==> src/rtl/wide_alu_seq_if.sv <==
// Bundle between execute-stage control, the wide add/sub sequencer and the shared ALU.
// Handshake: start is accepted only while busy is low; done pulses once when result and flags are valid.
interface wide_alu_seq_if #(
  parameter int WIDTH = 32,
  parameter int WORDS = 2
);
  localparam int N = WIDTH * WORDS;

  logic             start;
  logic             op;
  logic [N-1:0]     a;
  logic [N-1:0]     b;
  logic             busy;
  logic             done;
  logic [N-1:0]     result;
  logic             co;
  logic             ovf;
  logic             z;
  logic             n;
  logic [3:0]       alu_control;
  logic             alu_ci;
  logic [WIDTH-1:0] alu_a;
  logic [WIDTH-1:0] alu_b;
  logic [WIDTH-1:0] alu_out;
  logic             alu_co;
  logic             alu_ovf;

  modport slave (
    input  start, op, a, b, alu_out, alu_co, alu_ovf,
    output busy, done, result, co, ovf, z, n, alu_control, alu_ci, alu_a, alu_b
  );

  modport master (
    output start, op, a, b, alu_out, alu_co, alu_ovf,
    input  busy, done, result, co, ovf, z, n, alu_control, alu_ci, alu_a, alu_b
  );
endinterface

==> src/rtl/wide_alu_seq.sv <==
// Multi-word add/subtract sequencer: drives the shared ALU one word per cycle, LSW first,
// chaining carry through the carry-in opcodes and assembling the wide result and flags.
module wide_alu_seq #(
  parameter int WIDTH = 32,
  parameter int WORDS = 2
) (
  input  logic          clk,
  input  logic          reset,
  wide_alu_seq_if.slave bus,
  output logic [1:0]    dbg_state_o
);
  localparam int N    = WIDTH * WORDS;
  localparam int IDXW = $clog2(WORDS);
  localparam logic [IDXW-1:0] LAST = IDXW'(WORDS - 1);

  typedef enum logic [1:0] {
    S_IDLE = 2'd0,
    S_RUN  = 2'd1,
    S_DONE = 2'd2
  } state_e;

  state_e          state_q, state_d;
  logic [N-1:0]    a_q, b_q, result_q;
  logic            op_q, carry_q, zacc_q;
  logic            co_q, ovf_q, z_q, n_q;
  logic [IDXW-1:0] idx_q;
  logic            zacc_next;
  int              wsel;

  assign wsel      = int'(idx_q) * WIDTH;
  assign zacc_next = zacc_q & (bus.alu_out == '0);

  always_ff @(posedge clk) begin
    if (reset) state_q <= S_IDLE;
    else       state_q <= state_d;
  end

  always_comb begin
    state_d = state_q;
    case (state_q)
      S_IDLE:  if (bus.start) state_d = S_RUN;
      S_RUN:   if (idx_q == LAST) state_d = S_DONE;
      S_DONE:  state_d = S_IDLE;
      default: state_d = S_IDLE;
    endcase
  end

  always_comb begin
    bus.busy        = (state_q != S_IDLE);
    bus.done        = (state_q == S_DONE);
    bus.alu_control = 4'b0000;
    bus.alu_ci      = 1'b0;
    bus.alu_a       = '0;
    bus.alu_b       = '0;
    if (state_q == S_RUN) begin
      bus.alu_a = a_q[wsel +: WIDTH];
      bus.alu_b = b_q[wsel +: WIDTH];
      if (idx_q == '0) begin
        bus.alu_control = op_q ? 4'b0010 : 4'b0100;
      end else begin
        bus.alu_control = op_q ? 4'b0110 : 4'b0101;
        bus.alu_ci      = carry_q;
      end
    end
  end

  always_ff @(posedge clk) begin
    if (reset) begin
      a_q      <= '0;
      b_q      <= '0;
      op_q     <= 1'b0;
      idx_q    <= '0;
      carry_q  <= 1'b0;
      zacc_q   <= 1'b0;
      result_q <= '0;
      co_q     <= 1'b0;
      ovf_q    <= 1'b0;
      z_q      <= 1'b0;
      n_q      <= 1'b0;
    end else begin
      case (state_q)
        S_IDLE: begin
          if (bus.start) begin
            a_q     <= bus.a;
            b_q     <= bus.b;
            op_q    <= bus.op;
            idx_q   <= '0;
            carry_q <= 1'b0;
            // Accumulator starts at 1 so it ANDs down to "all words zero".
            zacc_q  <= 1'b1;
          end
        end
        S_RUN: begin
          result_q[wsel +: WIDTH] <= bus.alu_out;
          carry_q <= bus.alu_co;
          zacc_q  <= zacc_next;
          idx_q   <= idx_q + 1'b1;
          if (idx_q == LAST) begin
            co_q  <= bus.alu_co;
            ovf_q <= bus.alu_ovf;
            n_q   <= bus.alu_out[WIDTH-1];
            z_q   <= zacc_next;
          end
        end
        default: ;
      endcase
    end
  end

  assign bus.result  = result_q;
  assign bus.co      = co_q;
  assign bus.ovf     = ovf_q;
  assign bus.z       = z_q;
  assign bus.n       = n_q;
  assign dbg_state_o = state_q;
endmodule

==> src/flat_wrapper.sv <==
// flat-port wrapper written by rule: the top's interface ports become plain ports
module wide_alu_seq_flat 
#(
  parameter int WIDTH = 32,
  parameter int WORDS = 2
)
  (clk, reset, dbg_state_o, bus_start, bus_op, bus_a, bus_b, bus_alu_out, bus_alu_co, bus_alu_ovf, bus_busy, bus_done, bus_result, bus_co, bus_ovf, bus_z, bus_n, bus_alu_control, bus_alu_ci, bus_alu_a, bus_alu_b);
  wide_alu_seq_if #(.WIDTH(WIDTH), .WORDS(WORDS)) bus_i ();
  input  logic clk;
  input  logic reset;
  output logic [1:0] dbg_state_o;
  input wire logic [$bits(bus_i.start)-1:0] bus_start;
  input wire logic [$bits(bus_i.op)-1:0] bus_op;
  input wire logic [$bits(bus_i.a)-1:0] bus_a;
  input wire logic [$bits(bus_i.b)-1:0] bus_b;
  input wire logic [$bits(bus_i.alu_out)-1:0] bus_alu_out;
  input wire logic [$bits(bus_i.alu_co)-1:0] bus_alu_co;
  input wire logic [$bits(bus_i.alu_ovf)-1:0] bus_alu_ovf;
  output wire logic [$bits(bus_i.busy)-1:0] bus_busy;
  output wire logic [$bits(bus_i.done)-1:0] bus_done;
  output wire logic [$bits(bus_i.result)-1:0] bus_result;
  output wire logic [$bits(bus_i.co)-1:0] bus_co;
  output wire logic [$bits(bus_i.ovf)-1:0] bus_ovf;
  output wire logic [$bits(bus_i.z)-1:0] bus_z;
  output wire logic [$bits(bus_i.n)-1:0] bus_n;
  output wire logic [$bits(bus_i.alu_control)-1:0] bus_alu_control;
  output wire logic [$bits(bus_i.alu_ci)-1:0] bus_alu_ci;
  output wire logic [$bits(bus_i.alu_a)-1:0] bus_alu_a;
  output wire logic [$bits(bus_i.alu_b)-1:0] bus_alu_b;
  assign bus_i.start = bus_start;
  assign bus_i.op = bus_op;
  assign bus_i.a = bus_a;
  assign bus_i.b = bus_b;
  assign bus_i.alu_out = bus_alu_out;
  assign bus_i.alu_co = bus_alu_co;
  assign bus_i.alu_ovf = bus_alu_ovf;
  assign bus_busy = bus_i.busy;
  assign bus_done = bus_i.done;
  assign bus_result = bus_i.result;
  assign bus_co = bus_i.co;
  assign bus_ovf = bus_i.ovf;
  assign bus_z = bus_i.z;
  assign bus_n = bus_i.n;
  assign bus_alu_control = bus_i.alu_control;
  assign bus_alu_ci = bus_i.alu_ci;
  assign bus_alu_a = bus_i.alu_a;
  assign bus_alu_b = bus_i.alu_b;
  wide_alu_seq #(.WIDTH(WIDTH), .WORDS(WORDS)) u_core (.clk(clk), .reset(reset), .bus(bus_i), .dbg_state_o(dbg_state_o));
endmodule
==> config.mk <==
export PLATFORM = sky130hd
export DESIGN_NAME = wide_alu_seq_flat
export DESIGN_NICKNAME = d
export VERILOG_FILES = /design/src/rtl/wide_alu_seq_if.sv /design/src/rtl/wide_alu_seq.sv /design/src/flat_wrapper.sv
export SDC_FILE = /design/constraint.sdc
export NUM_CORES = 1
export LEC_CHECK = 0
export BUFFER_PORTS_ARGS = -buffer_cell sky130_fd_sc_hd__buf_2
export CAP_MARGIN = 20
export CORE_AREA = 2 2 122 242
export DETAILED_ROUTE_END_ITERATION = 10
export DIE_AREA = 0 0 124 244
export SYNTH_ARGS = -nofsm -noshare
export SYNTH_HDL_FRONTEND = slang
export SYNTH_SLANG_ARGS = --single-unit
==> constraint.sdc <==
create_clock -name clk -period 1.9 [get_ports clk]
set_input_delay 0.57 -clock clk [delete_from_list [all_inputs] [get_ports clk]]
set_output_delay 0.57 -clock clk [all_outputs]
set_load 0.05 [all_outputs]
### Yosys cells after proc, flatten, opt, wreduce, memory -nomap -nowiden

Cells that the tools add are included.

* input port bits: 166
* word-level logic and storage cells: 48
* register bits after elaboration: 202

* shifts and indexed selects: 4
* equal/unequal tests: 4
* reduce and logical (&&, ||, !) cells: 8
* bitwise gates (word level): 1
* muxes and demuxes: 17
* $add $sub $neg: 2

Operators with widths (number)
* 64-bit by 7-bit variable part select with 32-bit output: 2
* 64-bit bitwise mux: 1
* 32-bit two-way mux: 2
* 32-bit by 33-bit variable shift with 64-bit output, first input constant: 1
* 32-bit by 33-bit variable part select with 64-bit output: 1
* 6-bit negation with 33-bit output: 1
* 32-bit logical NOT: 1
* 4-bit two-way mux: 2
* 2-bit AND reduction: 4
* 2-bit two-way mux: 3
* 1-bit case mux with 2 select lines: 3
* 1-bit two-way mux: 4
* 2-bit case mux with 2 select lines: 1
* 2-bit nonzero test: 2
* 3-bit two-way mux: 1
* 2-bit by 1-bit == test with 1-bit output, second input constant: 1
* 2-bit == test, second input constant: 1
* 2-bit logical NOT: 1
* 2-bit by 1-bit != test with 1-bit output, second input constant: 1
* 2-bit != test, second input constant: 1
* 1-bit adder, second input constant: 1
* 1-bit AND: 1

### Depth between registers and ports, before layout

Gate-level depths: netlist of the first run.

* depth in word-level cells: 3
* gate-level depth with buffers: 7

### Least setup slack after synthesis of the first run

No wires, ideal clock.

* path kind: register -> output
* start point: register u_core.state_q[1] (netlist: u_core.dbg_state_o[1])
* end point: output bus_alu_b[21]
* slack: -673 ps
* path buffers: 4
* cell stages (with the launch flop): 7
* arrival: 2003 ps
* path through: dfxtp_1 buf_2 nand2b_1 buf_2 clkbuf_1 buf_2 nor2_1

* word-level cells in the longest chain between the ends: 2

RTL lines
* from (decl): RTL line wide_alu_seq.sv:22 `state_e state_q, state_d;`
* from (signal assigned): RTL line wide_alu_seq.sv:35 `else state_q <= state_d;`
* 2-bit by 1-bit == test with 1-bit output: RTL line wide_alu_seq.sv:55 `if (state_q == S_RUN) begin`
* 32-bit two-way mux: RTL line wide_alu_seq.sv:55
* to (decl): RTL line flat_wrapper.sv:29 `output wire logic [$bits(bus_i.alu_b)-1:0] bus_alu_b;`

No other way between the ends.

### Final worst setup path of the first run

* start point: register u_core.idx_q
* end point: output bus_alu_b[4]

* word-level cells in the longest chain between the ends: 2

RTL lines
* from (decl): RTL line wide_alu_seq.sv:26 `logic [IDXW-1:0] idx_q;`
* from (signal assigned): RTL line wide_alu_seq.sv:97 `idx_q <= idx_q + 1'b1;`
* 64-bit by 7-bit variable part select with 32-bit output: RTL line wide_alu_seq.sv:57 `bus.alu_b = b_q[wsel +: WIDTH];`
* 32-bit two-way mux: RTL line wide_alu_seq.sv:55

No other way between the ends.

==> results of run 1 <==
-- worst max path at each step --
stage / start / endpoint / slack (ps) / cells after the start
finish: u_core.idx_q / bus_alu_b[4] / -400 / 5
global route: u_core.idx_q / bus_alu_b[4] / -460 / 5
CTS: u_core.idx_q / bus_alu_b[3] / -450 / 4
detailed placement: u_core.dbg_state_o[1] / bus_alu_a[10] / 80 / 4
global placement: u_core.idx_q / bus_alu_b[0] / 80 / 4
floorplan: u_core.dbg_state_o[1] / bus_alu_a[16] / -160 / 5
-- worst max-delay path, stage by stage (launching register included) --
cell and delay [ps]:
dfxtp_4 390, buf_6 140, clkbuf_16 200, mux2i_4 280, nor2_2 60, buf_6 150
-- synthesized netlist by cell type (2+ instances only) --
library cell    n  area [um^2]
o21ai_0        32          160
nor2_1         69          259
nand2_1       360         1350
and2_1          2         12.5
nand4_1         2         12.5
nand3_1         4         20.0
nor3b_2         2         25.0
mux2i_1        64          641
inv_1           2         7.51
clkbuf_1       38          143
nor3_1          2         10.0
nor4_1          6         37.5
buf_4           7         52.6
o31ai_1         2         15.0
a21oi_1       198          991
dfxtp_1       202         4040
nor2b_1         2         12.5
buf_2          29          145
buf_6          11          124
-- placed cells by master, fill, tap and decap left out, types with 2 or more instances in the layout --
cell type	synthesis	layout
and2_4	0	2
clkinv_2	0	3
buf_8	0	17
buf_2	29	232
clkbuf_1	38	4
buf_16	0	6
o21ai_0	32	32
diode_2	0	6
nor2_1	69	4
nor2_4	0	43
a21oi_1	198	197
inv_1	2	2
nand2_1	360	360
dfxtp_4	0	3
o31ai_1	2	2
mux2i_1	64	3
mux2i_4	0	50
buf_4	7	43
mux2i_2	0	11
nor3_1	2	2
nand4_1	2	2
dfxtp_1	202	199
nor4_1	6	6
buf_6	11	42
nor2_2	0	22
nor3b_4	0	2
nor2b_4	0	2
buf_12	0	18
nand3_1	4	4
clkbuf_16	0	27
-- sequential cells by signal, summed over array words and instances (netlist names) --
register,count
u_core.bus.ovf,1
u_core.bus.z,1
u_core.bus.co,1
u_core.bus.result,64
u_core.b_q,64
u_core.zacc_q,1
u_core.a_q,64
u_core.carry_q,1
u_core.op_q,1
u_core.dbg_state_o,2
u_core.idx_q,1
u_core.bus.n,1
-- where the power goes --
part	leakage (nW)	switching [mW]	internal (mW)	total, mW
registers	1.65	0.209	4.49	4.69
logic	2.98	1.48	0.996	2.48
clock network	0.310	1.72	2.20	3.92
total	4.95	3.41	7.68	11.1
-- cell families (layout without fill, tap and decap cells) --
group	Yosys count	count (layout)
simple gates	455	455
compound gates	234	234
flops	202	202
buf+inv	88	399
mux	64	64
other cells	1	7
-- cell type report --
type,instances,share of cell area (%)
Multi-Input combinational cell,754,37.0
Sequential cell,202,31.8
Timing Repair Buffer,364,22.7
Clock buffer,26,4.35
Tap cell,356,3.49
Clock inverter,7,0.540
Antenna cell,6,0.118
Inverter,2,0.0589
-- per-layer routing --
layer	share of wire, %	vias to the layer above	track usage [%]
met4	5.5	2	11.1
met5	0.037	-	0
met3	4.8	81	2.89
li1	-	4033	-
met2	57	302	36.4
met1	33	3942	18.6
-- repair_timing --
| action | CTS | global route |
|---|---|---|
| gates resized for setup | 122 | 183 |
| buffers inserted | 8 | 7 |
| cloned | 3 | 8 |
| setup endpoints to repair | 70 | 70 |
| pin swaps | 4 | 19 |
-- per-stage QoR --
step	hold slack (ps)	TNS [ps]	instance area [um^2]	cells
final	301	-23590	12700	1717
after global routing	292	-27370	12700	1717
after CTS	274	-27040	11800	1697
after detailed placement	446	0	10500	1653
after global placement	441	0	10500	1653
after floorplan	436	-4320	8590	1044
==> impl_metrics.toml, run 1 <==
[min_path]
holdCritStartpoint = "bus_a[7]"
holdPathStages = 3
hold_class = "in2reg"
worstHoldEndpoint = "u_core.a_q[7]"

[route]
drcViolationCount = 0
drtIter0Drc = 342
wl_um = 32100
wire_per_inst_um = 18.7
vias = 8360
routed_via_density = 4.87
ant_nets = 0
first_pass_iters = 5

[outcome]
violations = "setup timing"
status = "complete, but fails checks"

[placed_design]
hpwl_um = 21800
place_ws_ps = 82.3
numPortBuffers = 305
gp_congestion = 0.862

[yosys]
synth_flop_cell = "dfxtp_1"
synthMuxAreaShare_pct = 7.88
synth_top_family_by_area = "simple AND/OR/NAND/NOR gates"
synthXorXnorAreaFrac_pct = 0
synth-seq-cells = 202
synth_edf_count = 0
postSynthCellCount = 1044
synth.avg_cell_area_um2 = 7.79
synthDistinctLibCells = 29
async_reset_ff_share_pct = 0
synth.net_count = 1210
synth_fa_ha_area_share_pct = 0
synth_area_um2 = 8130
ys_warn_count = 0
synth_compound_area_share_pct = 14.5
yosys.area_share.simple_pct = 22.0
ys_seq_area_share_pct = 49.7

[floorplanning]
die_y_um = 244
core-area_um2 = 28300
ios = 307
die_width_um = 124
dieArea_um2 = 30300
initial_core_util_pct = 28.7
rows = 87

[clock_tree]
clk_path_buf_depth = 3
clkLatencyLatePin_ps = 500
cts.sinks = 202
cts_tree = "done"
clk_pin_slew_ps = 70
cts_buffers = 20
ctsHoldBuffers = 0
htree_levels = 1
cts_root_buf = "clkbuf_16"

[global_routing]
grt_pass1_wl_um = 44000
grt_start_max_net_pins = 53
grt_pass1_vias = 8085
overflow = 0
grt_antenna_before_repair = 7
gr-usage-all-layers_pct = 19.1

[cells_and_area]
regArea_um2 = 4060
drive_gt1_share_pct = 39.3
nFillCells = 2778
final_util_pct = 45.0
fin_nets = 1510
area_growth_syn_to_layout_pct = 56.8
multi_input_area_um2 = 4710

[critical_path]
crit_type = "reg2out"
r2r_end = "u_core.a_q[40]"
crit_path_start_kind = "flip-flop"
reg2reg_depth = 7
critical_path_peak_fanout = 7
r2r_start = "u_core.dbg_state_o[1]"
end_kind = "output pin"
arrival_ps = 1730
r2r_slack_ps = 40
critPathRequiredTime_ps = 1330

[pwr]
power.total_mw = 11.1
leakagePower_nw = 4.95
p_per_area_nw_per_um2 = 870
irDropWorstVdd_v = 0.000645

[timing]
fin_crit_ps = 2300
max_freq_ghz = 0.434
hold_viol = 0
setup_ws_ps = -404
finClkSkew_ps = 9.84
rsz0062_at_grt = "true"
setup_violations = 70
finalMaxSlewViolations = 0
post-route-period-util_pct = 121

[flow_run]
maxCapViolCount = 0
Note: power is estimated with default switching activity, not from simulation.
==> run 2: changes to the inputs <==
--- a/config.mk
+++ b/config.mk
@@ -10,6 +10,7 @@
 export CORE_AREA = 2 2 122 242
 export DETAILED_ROUTE_END_ITERATION = 10
 export DIE_AREA = 0 0 124 244
+export PLACE_DENSITY_LB_ADDON = 0.3
 export SYNTH_ARGS = -nofsm -noshare
 export SYNTH_HDL_FRONTEND = slang
 export SYNTH_SLANG_ARGS = --single-unit
==> run 2 against run 1 <==
The run still ends with setup timing left. Sequential power barely moved. First-iteration DRC count fell by 22%. Clock skew rose by 2.1 ps. Wire length fell by 7.2%. Critical endpoint is now bus_alu_b[29]. Fmax fell by 1.7%. Clock-buffer cell count rose by 2. Clock power fell by 6.9%. Cell area fell by 6.5%. Cell count fell by 0.70%. Worst setup slack got worse by 39 ps. Combinational power fell by 11%.
==> impl_metrics.toml, run 2 (synthesized netlist as in run 1, its figures left out) <==
[floorplanning]
die_y_um = 244
rows = 87
dieArea_um2 = 30300
ios = 307
initial_core_util_pct = 28.7
core-area_um2 = 28300
die_width_um = 124

[critical_path]
critPathRequiredTime_ps = 1330
critical_path_peak_fanout = 7
reg2reg_depth = 8
crit_path_start_kind = "flip-flop"
arrival_ps = 1770
path_depth = 5
crit_type = "reg2out"
crit_path_cell_trace = "buf_12 -> clkbuf_16 -> mux2i_2 -> nor2_4 -> buf_2"
end_kind = "output pin"
cpPeakStageDelay_ps = 420
cp_slowest_cell = "dfxtp_4"
r2r_slack_ps = 100
crit_family = "buffers and inverters"
cp.buffers_inverters = 3

[min_path]
hold_class = "in2reg"
holdPathStages = 3

[placed_design]
numPortBuffers = 305
gp_congestion = 0.863
hpwl_um = 20800
place_area_um2 = 10500

[cells_and_area]
nFillCells = 2891
stdcell_area_um2 = 11900
area_growth_syn_to_layout_pct = 46.5
drive_gt1_share_pct = 36.9
mostFrequentLayoutCells = "nand2_1 (360), buf_2 (270), dfxtp_1 (199)"
final_util_pct = 42.1
fin_nets = 1498
final_common_cell = "nand2_1"

[global_routing]
overflow = 0
grt_pass1_wl_um = 43300
grt_antenna_before_repair = 5
gr-usage-all-layers_pct = 18.5
grt_start_max_net_pins = 131
grt_pass1_vias = 7977

[timing]
setup_violations = 69
max_freq_ghz = 0.427
worst_slew_pin_slew_ps = 587
maxSlewHeadroom_pct = 60.8
setup_ws_ps = -442
hold_ws_ps = 306
finalMaxSlewViolations = 0
finClkSkew_ps = 11.9
rsz0062_at_grt = "true"
post-route-period-util_pct = 123
hold_viol = 0
setup_tns_ps = -25230
fin_crit_ps = 2340

[clock_tree]
htree_levels = 1
cts_buffers = 19
clk_pin_slew_ps = 70
clk_path_buf_depth = 3
cts.sinks = 202
clkLatencyLatePin_ps = 500
cts_tree = "done"
cts_root_buf = "clkbuf_16"

[route]
vias = 8172
routed_via_density = 4.79
drcViolationCount = 0
ant_nets = 0
drtIter0Drc = 268
wl_um = 29700
wire_per_inst_um = 17.4
first_pass_iters = 4

[pwr]
power.total_mw = 10.5
p_per_area_nw_per_um2 = 882
leakagePower_nw = 4.75
irDropWorstVdd_v = 0.000719

[outcome]
status = "complete, but fails checks"
violations = "setup timing"

[flow_run]
maxCapViolCount = 0
run 2: layout make-up:
class	instances	area [um^2]	share of cell area [%]
Multi-Input combinational cell	754	4350	36.5
Sequential cell	202	4060	34.0
Timing Repair Buffer	353	2460	20.6
Clock buffer	28	549	4.61
Tap cell	356	445	3.74
Clock inverter	4	25.0	0.210
Antenna cell	6	15.0	0.126
Inverter	2	12.5	0.105
run 2: final timing paths:
check | from | endpoint
hold reg to reg | u_core.bus.result[42] | u_core.bus.result[42]
setup / recovery | u_core.idx_q | bus_alu_b[29]
hold / removal | bus_a[1] | u_core.a_q[1]
setup reg to reg | u_core.idx_q | u_core.bus.result[9]
run 2: metrics by stage:
step,setup WS [ps],std cells
6_report,-442,1705
5_1_grt,-505,1704
4_1_cts,-474,1688
3_5_place_dp,39.3,1648
3_3_place_gp,42.6,1648
2_1_floorplan,-161,1044
run 2: timing repair:
action / CTS / global route
setup buffers: 8 / 9
hold buffers: 0 / 0
pin swaps: 1 / 6
setup endpoints to repair: 70 / 71
cloned: 0 / 4
gates resized for setup: 74 / 100
run 2: power by group:
part | internal (mW) | switching, mW | leakage [nW]
Sequential | 4.48 | 0.176 | 1.65
Clock | 2.01 | 1.65 | 0.285
Combinational | 0.809 | 1.39 | 2.81
run 2: worst min-delay path, delay by kind of cell:
kind | cells | cell delay [ps]
buffers and inverters | 1 | 100
AND/OR/NAND/NOR | 1 | 50
AO/OA/AOI/OAI | 1 | 50
run 2: metal layers:
| layer | up-vias | global-route usage, % | routed length (um) |
|---|---|---|---|
| met5 | - | 0 | 0 |
| met4 | 0 | 7.53 | 1020 |
| met3 | 55 | 3.26 | 1730 |
| met2 | 266 | 35.9 | 16600 |
| met1 | 3842 | 18.6 | 10300 |
| li1 | 4009 | - | - |
